`config.mk`:
```
export PLATFORM = sky130hd
export DESIGN_NAME = gpu_cmd_scheduler
export DESIGN_NICKNAME = d
export VERILOG_FILES = /design/src/rtl/gpu_pkg.sv /design/src/rtl/gpu_cmd_fifo.sv /design/src/rtl/gpu_cmd_scheduler.sv
export SDC_FILE = /design/constraint.sdc
export NUM_CORES = 1
export LEC_CHECK = 0
export ABC_AREA = 0
export BUFFER_PORTS_ARGS = -buffer_cell sky130_fd_sc_hd__buf_2
export CORE_ASPECT_RATIO = 1.25
export CORE_MARGIN = 2
export CORE_UTILIZATION = 58
export DETAILED_ROUTE_END_ITERATION = 8
export GPL_ROUTABILITY_DRIVEN = 1
export MAX_ROUTING_LAYER = met4
export PLACE_DENSITY = 0.8
export SLEW_MARGIN = 30
export SYNTH_ARGS = -nofsm -noshare
export SYNTH_HDL_FRONTEND = slang
export SYNTH_SLANG_ARGS = --single-unit
```
`constraint.sdc`:
```
create_clock -name clk -period 7.5 [get_ports clk]
set_input_delay 1.125 -clock clk [delete_from_list [all_inputs] [get_ports clk]]
set_output_delay 1.125 -clock clk [all_outputs]
set_load 0.02 [all_outputs]
```
`src/rtl/gpu_pkg.sv`:
```
// gpu_pkg: opcodes, scheduler state encoding and the queued command entry shared by the scheduler files.
package gpu_pkg;

    typedef enum logic [1:0] {
        OP_FILL  = 2'd0,
        OP_BLIT  = 2'd1,
        OP_READ  = 2'd2,
        OP_WRITE = 2'd3
    } op_e;

    typedef enum logic [2:0] {
        S_IDLE,
        S_ISSUE,
        S_WAIT_BUSY,
        S_WAIT_DONE,
        S_COMPLETE
    } state_e;

    typedef struct packed {
        op_e        op;
        logic [8:0] x1;
        logic [8:0] x2;
        logic [7:0] y1;
        logic [7:0] y2;
        logic [8:0] w;
        logic [7:0] h;
        logic       value;
        logic [7:0] wbyte;
    } cmd_t;

    localparam int CMD_W = $bits(cmd_t);

endpackage

```
`src/rtl/gpu_cmd_fifo.sv`:
```
// gpu_cmd_fifo: power-of-two circular command queue with occupancy count.
module gpu_cmd_fifo #(
    parameter int DEPTH = 4,
    parameter int DW    = 62
) (
    input  logic                   clk,
    input  logic                   rst_n,
    input  logic                   push,
    input  logic                   pop,
    input  logic [DW-1:0]          wdata,
    output logic [DW-1:0]          rdata,
    output logic [$clog2(DEPTH):0] level,
    output logic                   full,
    output logic                   empty
);
    localparam int AW = $clog2(DEPTH);

    logic [DW-1:0] mem [DEPTH];
    logic [AW-1:0] wr_q, wr_d, rd_q, rd_d;
    logic [AW:0]   level_q, level_d;
    logic          do_push, do_pop;

    assign full  = level_q == (AW+1)'(DEPTH);
    assign empty = level_q == '0;
    assign level = level_q;
    assign rdata = mem[rd_q];

    // Pointers wrap naturally because DEPTH is a power of two.
    always_comb begin
        do_push = push && !full;
        do_pop  = pop && !empty;
        wr_d    = wr_q + AW'(do_push);
        rd_d    = rd_q + AW'(do_pop);
        level_d = level_q + (AW+1)'(do_push) - (AW+1)'(do_pop);
    end

    always_ff @(posedge clk) begin
        if (do_push) mem[wr_q] <= wdata;
    end

    always_ff @(posedge clk or negedge rst_n) begin
        if (!rst_n) begin
            wr_q    <= '0;
            rd_q    <= '0;
            level_q <= '0;
        end else begin
            wr_q    <= wr_d;
            rd_q    <= rd_d;
            level_q <= level_d;
        end
    end

endmodule

```
`src/rtl/gpu_cmd_scheduler.sv`:
```
// gpu_cmd_scheduler: queues drawing commands and sequences them one at a time onto the pixel engine.
// Define GPU_CMD_SCHED_BOUNDS_CHECK_EN to reject off-screen coordinates before they reach the engine.
module gpu_cmd_scheduler
    import gpu_pkg::*;
#(
    parameter int DEPTH  = 4,
    parameter int WIDTH  = 320,
    parameter int HEIGHT = 200
) (
    input  logic                   clk,
    input  logic                   rst_n,
    input  logic                   cmd_valid,
    output logic                   cmd_ready,
    input  logic [1:0]             cmd_op,
    input  logic [8:0]             cmd_x1,
    input  logic [8:0]             cmd_x2,
    input  logic [7:0]             cmd_y1,
    input  logic [7:0]             cmd_y2,
    input  logic [8:0]             cmd_w,
    input  logic [7:0]             cmd_h,
    input  logic                   cmd_value,
    input  logic [7:0]             cmd_byte,
    output logic [8:0]             eng_x1,
    output logic [8:0]             eng_x2,
    output logic [7:0]             eng_y1,
    output logic [7:0]             eng_y2,
    output logic [8:0]             eng_w,
    output logic [7:0]             eng_h,
    output logic                   eng_fill_value,
    output logic [7:0]             eng_write_byte,
    output logic                   eng_start_fill,
    output logic                   eng_start_blit,
    output logic                   eng_start_read,
    output logic                   eng_start_write,
    input  logic                   eng_busy,
    input  logic                   eng_error,
    input  logic                   eng_byte_ready,
    input  logic [7:0]             eng_byte,
    output logic                   done,
    output logic                   done_err,
    output logic [7:0]             rd_byte,
    output logic [$clog2(DEPTH):0] level,
    output logic                   idle
);
`ifdef GPU_CMD_SCHED_BOUNDS_CHECK_EN
    localparam bit BOUNDS_CHECK = 1'b1;
`else
    localparam bit BOUNDS_CHECK = 1'b0;
`endif

    state_e     state_q, state_d;
    cmd_t       cmd_q, cmd_d, head, push_cmd;
    logic       err_q, err_d, cnt_q, cnt_d;
    logic [7:0] rd_byte_q, rd_byte_d;
    logic       empty, full, pop, oob;

    assign push_cmd = '{op: op_e'(cmd_op), x1: cmd_x1, x2: cmd_x2, y1: cmd_y1, y2: cmd_y2,
                        w: cmd_w, h: cmd_h, value: cmd_value, wbyte: cmd_byte};
    assign cmd_ready = !full;

    gpu_cmd_fifo #(
        .DEPTH (DEPTH),
        .DW    (CMD_W)
    ) u_fifo (
        .clk   (clk),
        .rst_n (rst_n),
        .push  (cmd_valid),
        .pop   (pop),
        .wdata (push_cmd),
        .rdata (head),
        .level (level),
        .full  (full),
        .empty (empty)
    );

    assign oob = BOUNDS_CHECK && (head.x1 > 9'(WIDTH) || head.x2 > 9'(WIDTH) ||
                                  head.y1 > 8'(HEIGHT) || head.y2 > 8'(HEIGHT));

    always_comb begin
        state_d   = state_q;
        cmd_d     = cmd_q;
        err_d     = err_q;
        cnt_d     = cnt_q;
        rd_byte_d = rd_byte_q;
        pop       = 1'b0;
        case (state_q)
            S_IDLE: if (!empty && !eng_busy) begin
                pop     = 1'b1;
                cmd_d   = head;
                err_d   = oob;
                cnt_d   = 1'b0;
                state_d = oob ? S_COMPLETE : S_ISSUE;
            end
            S_ISSUE: state_d = S_WAIT_BUSY;
            // An engine that never raises busy has rejected the command.
            S_WAIT_BUSY: if (eng_busy) begin
                state_d = S_WAIT_DONE;
            end else if (cnt_q) begin
                state_d = S_COMPLETE;
                err_d   = eng_error;
            end else begin
                cnt_d = 1'b1;
            end
            S_WAIT_DONE: if (!eng_busy) begin
                state_d   = S_COMPLETE;
                err_d     = eng_error;
                rd_byte_d = (cmd_q.op == OP_READ && eng_byte_ready) ? eng_byte : rd_byte_q;
            end
            S_COMPLETE: state_d = S_IDLE;
            default:    state_d = S_IDLE;
        endcase
    end

    always_ff @(posedge clk or negedge rst_n) begin
        if (!rst_n) begin
            state_q   <= S_IDLE;
            cmd_q     <= '0;
            err_q     <= 1'b0;
            cnt_q     <= 1'b0;
            rd_byte_q <= '0;
        end else begin
            state_q   <= state_d;
            cmd_q     <= cmd_d;
            err_q     <= err_d;
            cnt_q     <= cnt_d;
            rd_byte_q <= rd_byte_d;
        end
    end

    assign eng_x1          = cmd_q.x1;
    assign eng_x2          = cmd_q.x2;
    assign eng_y1          = cmd_q.y1;
    assign eng_y2          = cmd_q.y2;
    assign eng_w           = cmd_q.w;
    assign eng_h           = cmd_q.h;
    assign eng_fill_value  = cmd_q.value;
    assign eng_write_byte  = cmd_q.wbyte;
    assign eng_start_fill  = state_q == S_ISSUE && cmd_q.op == OP_FILL;
    assign eng_start_blit  = state_q == S_ISSUE && cmd_q.op == OP_BLIT;
    assign eng_start_read  = state_q == S_ISSUE && cmd_q.op == OP_READ;
    assign eng_start_write = state_q == S_ISSUE && cmd_q.op == OP_WRITE;
    assign done            = state_q == S_COMPLETE;
    assign done_err        = done && err_q;
    assign rd_byte         = rd_byte_q;
    assign idle            = empty && state_q == S_IDLE;

endmodule

```
After elaboration in Yosys (flattened, before gate mapping):

Memories as Yosys holds them, arrays and structs flattened. A register that Yosys moved wholly into a read port is not among the register bits.
Index checks and enable logic that the tools add are counted.

* $add $sub $neg: 4
* eq/ne operators: 13
* muxes and demuxes: 16
* bitwise logic cells: 1
* reductions and logical operators: 24

Operator list (number)
* 3-bit two-way mux: 4
* 3-bit case mux with 4 select lines: 1
* 1-bit logical AND: 10
* 1-bit two-way mux: 9
* 3-bit AND reduction: 3
* 2-bit != test (second input constant): 4
* 3-bit by 2-bit equality test with 1-bit output (second input constant): 2
* 3-bit equality test (second input constant): 2
* 3-bit logical NOT: 2
* 5-bit AND reduction: 1
* 2-bit by 1-bit adder with 2-bit output: 2
* 2-bit equality test (second input constant): 2
* 1-bit logical NOT: 4
* 3-bit by 1-bit adder with 3-bit output: 1
* 3-bit by 1-bit equality test with 1-bit output (second input constant): 1
* 3-bit != test (second input constant): 1
* 1-bit case mux with 3 select lines: 1
* 3-bit nonzero test: 1
* 3-bit by 1-bit subtractor with 3-bit output: 1
* 2-bit by 1-bit equality test with 1-bit output (second input constant): 1
* 2-bit logical NOT: 1
* 1-bit case mux with 2 select lines: 1
* 2-bit AND reduction: 1
* 2-bit nonzero test: 1
* 1-bit NOT: 1

* flip-flop bits (word level): 20
* RAM bits: 248
* output and inout port bits: 79
* memories: 1

Memory list
* u_fifo.mem: words 4, width 62, read ports 1, clocked after memory_dff 1, write ports 1, RTL line gpu_cmd_fifo.sv:18 `logic [DW-1:0] mem [DEPTH];`

Logic depth before layout (Yosys ltp):

Gate-level depths: netlist of run 1.

* depth after elaboration: 7
* mapped depth: 11
* depth with buffers taken out: 8

Cells and area by module:

A second synthesis of run 1 with hierarchy kept.

* cells, all modules: 598
* area total of the unflattened synthesis: 13032.5 µm²

By module, submodules not included
* gpu_cmd_fifo: instances 1, cells an instance 355, area an instance 9411.5 µm²
* gpu_cmd_scheduler: instances 1, cells an instance 243, area an instance 3621.0 µm²

Worst setup path after synthesis of run 1:

OpenSTA, ideal clock, no wires.

* path type: input-to-reg
* start point: in cmd_valid
* end point: mem u_fifo.mem[1][0] (enable)
* setup time: 0.571 ns
* arrival: 5.770 ns
* data required time: 6.929 ns
* setup slack: 1.159 ns
* cell stages on the path: 2
* path buffers: 0
* cell sequence: nand2_1 > nor3b_1

* cells in the longest elaborated chain, start to end: 3

Ends and longest elaborated chain
* from (decl): RTL line gpu_cmd_scheduler.sv:12 `input logic cmd_valid,`
* 1-bit logical AND: RTL line gpu_cmd_fifo.sv:30 `do_push = push && !full;`
* 1-bit two-way mux: RTL line gpu_cmd_fifo.sv:38 `if (do_push) mem[wr_q] <= wdata;`
* 1-bit two-way mux (implied by the code): RTL line gpu_cmd_fifo.sv:38
* to (decl): RTL line gpu_cmd_fifo.sv:18

No other way between the ends.

Worst setup path in the final report of run 1:

* start point: reg u_fifo.level_q[1], in the netlist u_fifo.level[1]
* end point: out idle

* cells in the longest elaborated chain, start to end: 2

Ends and longest elaborated chain
* from (decl): RTL line gpu_cmd_fifo.sv:20 `logic [AW:0] level_q, level_d;`
* from (signal assigned): RTL line gpu_cmd_fifo.sv:49 `level_q <= level_d;`
* 3-bit logical NOT: RTL line gpu_cmd_fifo.sv:24 `assign empty = level_q == '0;`
* 1-bit logical AND: RTL line gpu_cmd_scheduler.sv:145 `assign idle = empty && state_q == S_IDLE;`
* to (decl): RTL line gpu_cmd_scheduler.sv:43 `output logic idle`

No other way between the ends.

==> out/metrics.csv, run 1 <==
metric;value;unit
multi_input_area;0.00276;sq mm
rr_startpoint;state_q[1];
clockBufferDepth;3;
ys_ff_latch;330;
first_pass_iters;5;
dieArea;0.0235;sq mm
slowest_stage;or3_1;
grt.total_usage;19.7;%
maxCapViolations;0;
cp_data_arrival_time;1.99;ns
path_buf_inv;1;
post-dp-hpwl;13100;microns
avgViaCountPerCell;5.55;
drive_above_1_share;47.8;%
cts.sinks;330;
yosysWarningCount;0;
cts_buffers;29;
clkSlewWorstSetupHoldPaths;0.07;ns
setup_viol;0;
wl_per_cell;21.7;microns
grt_overflow_total;0;
gp_congestion;0.758;
cp-startpoint;u_fifo.level[1];
nets;788;
reg2reg_to;u_fifo.level[2];
synth.distinct_cells;37;
min_period_over_period;41.5;%
cts_setup_buffers;0;
n_fill_cell;1425;
holdCritStartpoint;rd_byte[4];
p_per_area;419;mW/mm^2
fin_skew;0.0133;ns
hold_class;flip-flop to flip-flop;
rows;61;
antenna_found_initial;4;
fin_area;0.0144;sq mm
crit_family;simple AND/OR/NAND/NOR gates;
io-pin-count;155;
finalSetupTns;0;ns
crit_chain;or3_1 > nor3_1 > buf_2;
ir_worst_vdd;0.253;mV
port_buffers;154;
die_h;171;microns
cp.required;6.38;ns
vias;5662;
max_slew.worst_pin.slew;0.983;ns
fmax;321;MHz
crit_fanout;6;
hold_viol;0;
postPlaceCellArea;0.0135;sq mm
power_leakage;5.46;nW
netlist_area;0.0129;sq mm
grt_pass1_wl;33500;microns
worstSkewPairLatency;0.54;ns
syn_inst;599;
slew_viol_final;0;
cts_hold_buf;0;
relSlewSlack;34.5;%
reg2regPathDepth;8;
start_util;58.6;%
syn_to_final_growth;11.6;%
hold_end;rd_byte[4];
crit_type;flip-flop to primary output;
postCtsResizedCells;0;
core;0.0221;sq mm
grt_pass1_vias;6079;
hold_path_depth;1;
status;finished, final reports clean;
synth.net_count;678;
regArea;0.00951;sq mm
drc_errors;0;
h-tree-depth;1;
grt_max_degree;64;
finalCriticalPeriod;3.11;ns
synth.avg_cell_area;21.6;sq um
start_kind;flip-flop;
die_x;137;microns
cts_root_buf;clkbuf_16;
antenna_left;0;
drtIter0Drc;401;
ys_seq_area_share;73.5;%
wirelength;22200;microns
max_stage_delay;0.50;ns
grt_setup_unrepaired;no;
rrSetupSlack;4.80;ns
cts_tree;built;
cp-end-kind;primary output;
==> registers in the layout, indices dropped and copies added, names as in the netlist <==
name            cells
cmd_q               2
cnt_q               1
eng_fill_value      1
eng_h               8
eng_w               9
eng_write_byte      8
eng_x1              9
eng_x2              9
eng_y1              8
eng_y2              8
err_q               1
rd_byte             8
state_q             3
u_fifo.level        3
u_fifo.mem        248
u_fifo.rd_q         2
u_fifo.wr_q         2
==> cells in the mapped netlist <==
library cell | n | share of area (%)
nor3b_1 | 3 | 0.17
or3b_2 | 1 | 0.068
xnor2_1 | 5 | 0.34
clkbuf_1 | 5 | 0.15
fa_1 | 1 | 0.15
and3_1 | 3 | 0.15
a21oi_1 | 2 | 0.077
nor2_1 | 7 | 0.20
and2_1 | 1 | 0.048
inv_1 | 4 | 0.12
or2_2 | 2 | 0.097
ha_1 | 2 | 0.19
edfxtp_1 | 248 | 58
nand2_1 | 5 | 0.15
nand3b_1 | 1 | 0.058
or3b_1 | 1 | 0.068
o21ai_0 | 1 | 0.039
or3_1 | 1 | 0.048
buf_1 | 1 | 0.029
nor3_1 | 5 | 0.19
mux2_4 | 47 | 5.5
nand2b_1 | 2 | 0.097
dfrtp_1 | 82 | 16
mux2_1 | 1 | 0.087
a22o_1 | 1 | 0.068
nor4_4 | 1 | 0.16
nand4_1 | 1 | 0.048
nand2b_4 | 1 | 0.11
buf_12 | 6 | 0.93
o2111a_1 | 1 | 0.087
buf_2 | 3 | 0.12
xor2_1 | 1 | 0.068
buf_4 | 64 | 3.7
mux2_2 | 23 | 2.0
mux4_2 | 62 | 11
nand3_2 | 1 | 0.077
buf_6 | 3 | 0.26
==> stage by stage <==
step                      worst slack [ns]  cells  utilization, %  hold WS, ns  power [W]
final                                 4.39   1020            65.3        0.503    0.00604
after global routing                  4.25   1019            65.3        0.527    0.00632
after CTS                             4.39   1014            65.2        0.508    0.00611
after detailed placement              4.22    960            61.0        0.494    0.00469
after global placement                4.28    960            61.0        0.466    0.00460
after floorplan                       1.16    599               -        0.450    0.00445
==> metal layers <==
| metal | GRT usage (%) | part of all wire (%) | up-vias |
|---|---|---|---|
| li1 | - | - | 2526 |
| met1 | 24.3 | 39 | 2907 |
| met2 | 33.5 | 53 | 194 |
| met3 | 3.17 | 5.9 | 35 |
| met4 | 6.32 | 2.3 | 0 |
| met5 | - | 0 | - |
==> cell families (layout without fill, tap and decap cells) <==
group                      after synthesis  count (layout)  share of synthesized area, %
buffers and inverters                   86             219                          5.32
other                                    0               5                             0
adders and majority gates                3               3                         0.349
xor gates and xnor gates                 6               6                         0.407
AOI/OAI and AO/OA                        5               5                         0.271
DFF                                    330             330                          73.5
and+or+nand+nor                         36              36                          1.74
muxes                                  133             133                          18.4
==> how the worst max path moves through the flow <==
stage	to	cells after the start
6_report	idle	3
5_1_grt	idle	3
4_1_cts	idle	3
3_5_place_dp	u_fifo.level[2]	9
3_3_place_gp	u_fifo.level[2]	9
2_1_floorplan	u_fifo.mem[1][0]	2
==> layout make-up <==
type | count | share of cell area (%)
Timing Repair Buffer | 161 | 5.87
Tap cell | 283 | 2.46
Clock inverter | 15 | 0.738
Clock buffer | 39 | 5.64
Sequential cell | 330 | 66.0
Antenna cell | 5 | 0.0868
Multi-Input combinational cell | 183 | 19.1
Inverter | 4 | 0.104
==> report_power, final <==
| group | internal, W | switching, W | leakage, nW | total, W |
|---|---|---|---|---|
| Combinational | 0.000921 | 0.000860 | 1.76 | 0.00178 |
| Clock | 0.000794 | 0.000615 | 0.448 | 0.00141 |
| Sequential | 0.00250 | 0.000345 | 3.25 | 0.00285 |
| Total | 0.00421 | 0.00182 | 5.46 | 0.00604 |
==> cells in the final DEF (no fill, tap or decap), drive strengths merged, types with 7 or more instances in the layout <==
cell      n
clkbuf   39
dfrtp    82
clkinv   10
mux4     62
nor2      7
buf     161
edfxtp  248
mux2     71
(Power assumes the default switching activity.)
==> inputs of run 2 (changes only) <==
==> constraint.sdc (replaced) <==
create_clock -name clk -period 3.23 [get_ports clk]
set_input_delay 0.4845 -clock clk [delete_from_list [all_inputs] [get_ports clk]]
set_output_delay 0.4845 -clock clk [all_outputs]
set_load 0.02 [all_outputs]
==> run 2 against run 1 <==
  * Core utilization increased by 1.1 points
  * Critical path type is now flip-flop to flip-flop
  * Hold slack got worse by 0.36 ns
  * Critical path depth increased by 4
  * Clock-buffer cell count unchanged
  * Highest routed layer unchanged
  * Worst setup slack got worse by 3.6 ns
==> out/metrics.csv, run 2 (synthesized netlist as in run 1, its figures left out) <==
metric;value;unit;change
status;finished, final reports clean;;unchanged
nets;793;;was 788
grt.total_usage;20.7;%;was 19.7%
postPlaceCellArea;0.0136;sq mm;was 0.0135 sq mm
layout_common_cells;edfxtp_1 (248), buf_2 (153), dfrtp_1 (80);;unchanged
cts_hold_buf;1;;was 0
h-tree-depth;1;;unchanged
grt_setup_unrepaired;no;;unchanged
clockBufferDepth;3;;unchanged
die_h;171;microns;unchanged
dp.cells;964;;was 960
clkSlewWorstSetupHoldPaths;0.07;ns;about the same
cp-end-kind;flip-flop;;was primary output
cts.sinks;330;;unchanged
finalCriticalPeriod;2.40;ns;
crit_type;flip-flop to flip-flop;;was flip-flop to primary output
vias;5756;;was 5662
cts_root_buf;clkbuf_16;;unchanged
grt_max_degree;64;;unchanged
hold_end;u_fifo.mem[1][59];;was rd_byte[4]
hold_path_depth;1;;unchanged
postLayoutCoreUtil;66.5;%;was 65.3%
postCtsResizedCells;0;;unchanged
drtIter0Drc;405;;was 401
largest_register_ffs;248;;unchanged
p_per_area;999;mW/mm^2;was 419 mW/mm^2
fin_skew;0.0123;ns;was 0.0133 ns
crit_fanout;24;;was 6
min_period_over_period;74.2;%;
holdCritStartpoint;cmd_x1[8];;was rd_byte[4]
start_kind;flip-flop;;unchanged
die_x;137;microns;unchanged
cts_setup_buffers;0;;unchanged
reg2reg_to;u_fifo.level[2];;unchanged
layout_commonest_cell;edfxtp_1;;unchanged
drive_above_1_share;48.5;%;was 47.8%
cts_tree;built;;unchanged
top_register;u_fifo.mem;;unchanged
cp.required;3.69;ns;was 6.38 ns
rr_startpoint;u_fifo.level[1];;was state_q[1]
setup_viol;0;;unchanged
cts_buffers;30;;was 29
ir_worst_vdd;0.577;mV;was 0.253 mV
dieArea;0.0235;sq mm;unchanged
worstSkewPairLatency;0.55;ns;was 0.54 ns
grt_overflow_total;0;;unchanged
io-pin-count;155;;unchanged
fin_area;0.0147;sq mm;was 0.0144 sq mm
grt_pass1_vias;6175;;was 6079
finalSetupTns;0;ns;unchanged
reg2regPathDepth;7;;was 8
grt_pass1_wl;35100;microns;was 33500 microns
first_pass_iters;5;;unchanged
cp_data_arrival_time;2.85;ns;was 1.99 ns
stdcell_count;1026;;was 1020
drc_errors;0;;unchanged
hold_viol;0;;unchanged
maxCapViolations;0;;unchanged
hold_class;primary input to flip-flop;;was flip-flop to flip-flop
antenna_left;0;;unchanged
antenna_found_initial;5;;was 4
max_slew.worst_pin.slew;0.965;ns;was 0.983 ns
timing.hold.ws;0.146;ns;was 0.503 ns
wirelength;23100;microns;was 22200 microns
rows;61;;unchanged
power_leakage;5.58;nW;was 5.46 nW
avgViaCountPerCell;5.61;;was 5.55
port_buffers;154;;unchanged
syn_to_final_growth;13.5;%;was 11.6%
wl_per_cell;22.5;microns;was 21.7 microns
core;0.0221;sq mm;unchanged
relSlewSlack;35.7;%;was 34.5%
gp_congestion;0.784;;was 0.758
rrSetupSlack;0.83;ns;was 4.80 ns
post-dp-hpwl;13400;microns;was 13100 microns
slew_viol_final;0;;unchanged
fmax;417;MHz;
start_util;58.6;%;unchanged
[run 2: changes by cell type in the layout (fill, tap and decap cells not counted), sizes merged]
| cell | change |
|---|---|
| buf | +3 |
| bufinv | +4 |
| clkinvlp | -1 |
| dlygate4sd3 | +1 |
| inv | -1 |
[run 2: worst max-delay path by stage]
stage | start | end | slack, ns | depth (start not counted)
floorplan | u_fifo.level[1] | u_fifo.mem[1][0] | -0.63 | 3
global placement | u_fifo.level[1] | u_fifo.level[2] | 0.90 | 7
detailed placement | u_fifo.level[1] | u_fifo.level[2] | 0.84 | 7
CTS | u_fifo.level[1] | u_fifo.level[2] | 0.81 | 7
global route | u_fifo.level[1] | u_fifo.level[2] | 0.67 | 7
finish | u_fifo.level[1] | u_fifo.level[2] | 0.83 | 7
[run 2: where the power goes]
part	switching (W)	total, W	internal, W
clock network	0.00149	0.00378	0.00228
registers	0.000806	0.00661	0.00580
logic	0.00206	0.00426	0.00220
[run 2: worst max-delay path, cell delays in order (launching register included)]
cell     delay, ns
dfrtp_1       0.44
or3_1         0.50
nand3_4       0.11
buf_4         0.40
nor2_1        0.12
fa_1          0.42
xnor2_1       0.17
xnor2_1       0.15
[run 2: routing by layer]
metal	track usage, %	part of all wire (%)	vias up
li1	-	-	2544
met1	26.5	40	2985
met2	33.5	51	184
met3	4.03	6.5	43
met4	7.04	2.4	0
met5	-	0	-
[run 2: stage by stage]
stage	setup slack [ns]	total power, W
6_report	0.834	0.0146
2_1_floorplan	-0.632	0.0103
3_3_place_gp	0.898	0.0108
5_1_grt	0.673	0.0153
3_5_place_dp	0.837	0.0110
4_1_cts	0.809	0.0148
[run 2: area by class of cell]
class                           count  area (sq um)
Clock inverter                     17           218
Tap cell                          283           354
Clock buffer                       39           866
Sequential cell                   330          9510
Antenna cell                        5          12.5
Fill cell                        1376          7400
Timing Repair Buffer              165           912
Multi-Input combinational cell    183          2780
Inverter                            4          15.0
==> inputs of run 3 (changes only) <==
--- a/config.mk
+++ b/config.mk
@@ -5,7 +5,7 @@
 export SDC_FILE = /design/constraint.sdc
 export NUM_CORES = 1
 export LEC_CHECK = 0
-export ABC_AREA = 0
+export ABC_AREA = 1
 export BUFFER_PORTS_ARGS = -buffer_cell sky130_fd_sc_hd__buf_2
 export CORE_ASPECT_RATIO = 1.25
 export CORE_MARGIN = 2
@@ -13,7 +13,7 @@
 export DETAILED_ROUTE_END_ITERATION = 8
 export GPL_ROUTABILITY_DRIVEN = 1
 export MAX_ROUTING_LAYER = met4
-export PLACE_DENSITY = 0.8
+export PLACE_DENSITY = 0.79
 export SLEW_MARGIN = 30
 export SYNTH_ARGS = -nofsm -noshare
 export SYNTH_HDL_FRONTEND = slang
==> constraint.sdc (replaced) <==
create_clock -name clk -period 2.5 [get_ports clk]
set_input_delay 0.375 -clock clk [delete_from_list [all_inputs] [get_ports clk]]
set_output_delay 0.375 -clock clk [all_outputs]
set_load 0.02 [all_outputs]
==> run 3 against run 2 <==
  * Worst setup slack lost 0.46 ns
  * Clock skew is essentially flat
  * Synthesized area grew 1.2%
  * Sequential share of layout area shrank 0.97 points
  * Global-route usage grew 1.1 points
  * Largest cell class unchanged
==> out/metrics.csv, run 3 <==
metric;value;unit;change
status;finished, final reports clean;;unchanged
synth.distinct_cells;25;;was 37
hold_class;primary input to flip-flop;;unchanged
finalSetupTns;0;ns;unchanged
antenna_found_initial;5;;unchanged
largest_register_ffs;248;;unchanged
cts_tree;built;;unchanged
maxCapViolations;0;;unchanged
hold_path_depth;1;;unchanged
yosysWarningCount;0;;unchanged
relSlewSlack;55.6;%;was 35.7%
cp.required;2.12;ns;was 3.69 ns
grt_util_met3;3.06;%;was 4.03%
max_slew.worst_pin.slew;0.666;ns;was 0.965 ns
layout_commonest_cell;edfxtp_1;;unchanged
rr_startpoint;state_q[0];;was u_fifo.level[1]
grt_pass1_wl;39900;microns;was 35100 microns
synth_most_common_cell;edfxtp_1;;unchanged
reg2reg_to;eng_w[2];;was u_fifo.level[2]
ys_ff_latch;330;;unchanged
synth.net_count;1181;;was 678
fin_area;0.0149;sq mm;was 0.0147 sq mm
post-dp-hpwl;14500;microns;was 13400 microns
fmax;470;MHz;
dieArea;0.0238;sq mm;was 0.0235 sq mm
cp_data_arrival_time;1.75;ns;was 2.85 ns
layout_common_cells;edfxtp_1 (248), nand2_1 (211), nor2_1 (194);;was edfxtp_1 (248), buf_2 (153), dfrtp_1 (80)
clockBufferDepth;3;;unchanged
io-pin-count;155;;unchanged
dp.cells;1448;;was 964
grt_max_degree;126;;was 64
grt.total_usage;21.8;%;was 20.7%
slew_viol_final;0;;unchanged
first_pass_iters;4;;was 5
netlist_area;0.0131;sq mm;was 0.0129 sq mm
synth_ff_type;edfxtp_1;;unchanged
cts_setup_buffers;0;;unchanged
rows;61;;unchanged
grt_pass1_vias;8067;;was 6175
finalCriticalPeriod;2.13;ns;
port_buffers;154;;unchanged
drc_errors;0;;unchanged
crit_type;flip-flop to primary output;;was flip-flop to flip-flop
hold_viol;0;;unchanged
busiest_layer;met2;;unchanged
wirelength;25300;microns;was 23100 microns
start_kind;flip-flop;;unchanged
synth-edff-count;248;;unchanged
ys_seq_area_share;72.7;%;was 73.5%
core;0.0222;sq mm;was 0.0221 sq mm
cts_buffers;31;;was 30
wl_per_cell;16.7;microns;was 22.5 microns
crit_fanout;4;;was 24
cp-end-kind;primary output;;was flip-flop
vias;8135;;was 5756
min_period_over_period;85.2;%;
nets;1278;;was 793
clkSlewWorstSetupHoldPaths;0.06;ns;was 0.07 ns
top_register;u_fifo.mem;;unchanged
synth.avg_cell_area;11.9;sq um;was 21.6 sq um
syn_to_final_growth;13.9;%;was 13.5%
fin_skew;0.0127;ns;was 0.0123 ns
cp-startpoint;state_q[2];;was u_fifo.level[1]
drtIter0Drc;581;;was 405
grt_util_met2;38.2;%;was 33.5%
gp_congestion;0.869;;was 0.784
fin_ws;0.371;ns;was 0.834 ns
rrSetupSlack;0.38;ns;was 0.83 ns
drive_above_1_share;20.4;%;was 48.5%
avgViaCountPerCell;5.38;;was 5.61
ir_worst_vdd;0.731;mV;was 0.577 mV
ys_top_cells_by_count;edfxtp_1 (248), nand2_1 (212), nor2_1 (194);;was edfxtp_1 (248), dfrtp_1 (82), buf_4 (64)
worstSkewPairLatency;0.54;ns;was 0.55 ns
grt_overflow_total;0;;unchanged
hold_end;u_fifo.mem[3][38];;was u_fifo.mem[1][59]
cts_root_buf;clkbuf_16;;unchanged
synth_top_cell_area_share;57.0;%;was 57.7%
start_util;58.9;%;was 58.6%
h-tree-depth;1;;unchanged
p_per_area;1270;mW/mm^2;was 999 mW/mm^2
postPlaceCellArea;0.0138;sq mm;was 0.0136 sq mm
grt_setup_unrepaired;no;;unchanged
die_x;138;microns;was 137 microns
reg2regPathDepth;9;;was 7
netlist.top_cell.by_area;edfxtp_1;;unchanged
met1_usage;26.1;%;was 26.5%
cts.sinks;330;;unchanged
die_h;172;microns;was 171 microns
stdcell_count;1511;;was 1026
setup_viol;0;;unchanged
syn_inst;1102;;was 599
holdCritStartpoint;cmd_y1[4];;was cmd_x1[8]
timing.hold.ws;0.0414;ns;was 0.146 ns
antenna_left;0;;unchanged
pre_cts_ws;0.390;ns;was 0.837 ns
synthTopCellsByArea;edfxtp_1 (57%), dfrtp_1 (16%), nand2_1 (6.1%), o21ai_0 (6.0%), nor2_1 (5.6%);;was edfxtp_1 (58%), dfrtp_1 (16%), mux4_2 (11%), mux2_4 (5.5%), buf_4 (3.7%)
async_flop_share;24.8;%;unchanged
power_leakage;5.98;nW;was 5.58 nW
run 3: layout make-up:
| cell class | instances | area, sq um |
|---|---|---|
| clock inverters | 18 | 224 |
| fillers | 1587 | 7320 |
| inverters | 19 | 73.8 |
| multi-input cells | 639 | 2850 |
| well taps | 283 | 354 |
| flip-flops and latches | 330 | 9510 |
| repair buffers | 178 | 1030 |
| clock buffers | 39 | 836 |
| diodes | 5 | 12.5 |
run 3: kinds of logic after synthesis:
| kind of cell | count (synthesis) | share of synthesized area [%] |
|---|---|---|
| xor+xnor | 5 | 0.335 |
| simple gates | 438 | 13.1 |
| compound gates | 193 | 7.39 |
| buf+inv | 133 | 6.17 |
| flops | 330 | 72.7 |
| fa+ha+maj | 3 | 0.345 |
run 3: routing by layer:
metal,up-vias,part of all wire [%]
met5,-,0
met4,0,2.3
met3,49,5.7
met2,246,52
met1,3945,40
li1,3895,-
run 3: power breakdown:
group          leakage (nW)  switching (W)  internal (W)  total (W)
Clock                 0.517        0.00189       0.00288    0.00477
Sequential             3.29       0.000694       0.00745    0.00815
Combinational          2.17        0.00413       0.00187    0.00600
run 3: metrics by stage:
stage	util, %	power, W
floorplan	-	0.0130
global placement	62.2	0.0141
detailed placement	62.2	0.0143
CTS	67.0	0.0191
global route	67.0	0.0201
finish	67.0	0.0189
run 3: how the worst max path moves through the flow:
stage | slack [ns] | endpoint | cells after the start
after floorplan | -0.18 | u_fifo.mem[0][0] | 4
after global placement | 0.46 | u_fifo.rd_q[1] | 9
after detailed placement | 0.39 | u_fifo.rd_q[1] | 9
after CTS | 0.36 | eng_start_write | 4
after global routing | 0.21 | eng_w[2] | 9
final | 0.37 | eng_start_write | 4
run 3: repair_timing:
action | CTS | global route
hold buffers | 1 | 0
hold endpoints to repair | 42 | 0
resized for setup | 0 | 0
run 3: critical path, stage by stage (launching register included):
cell and delay [ns]:
dfrtp_1 0.44, nor3_1 0.31, inv_1 0.14, nor3_1 0.14
buf_2 0.19
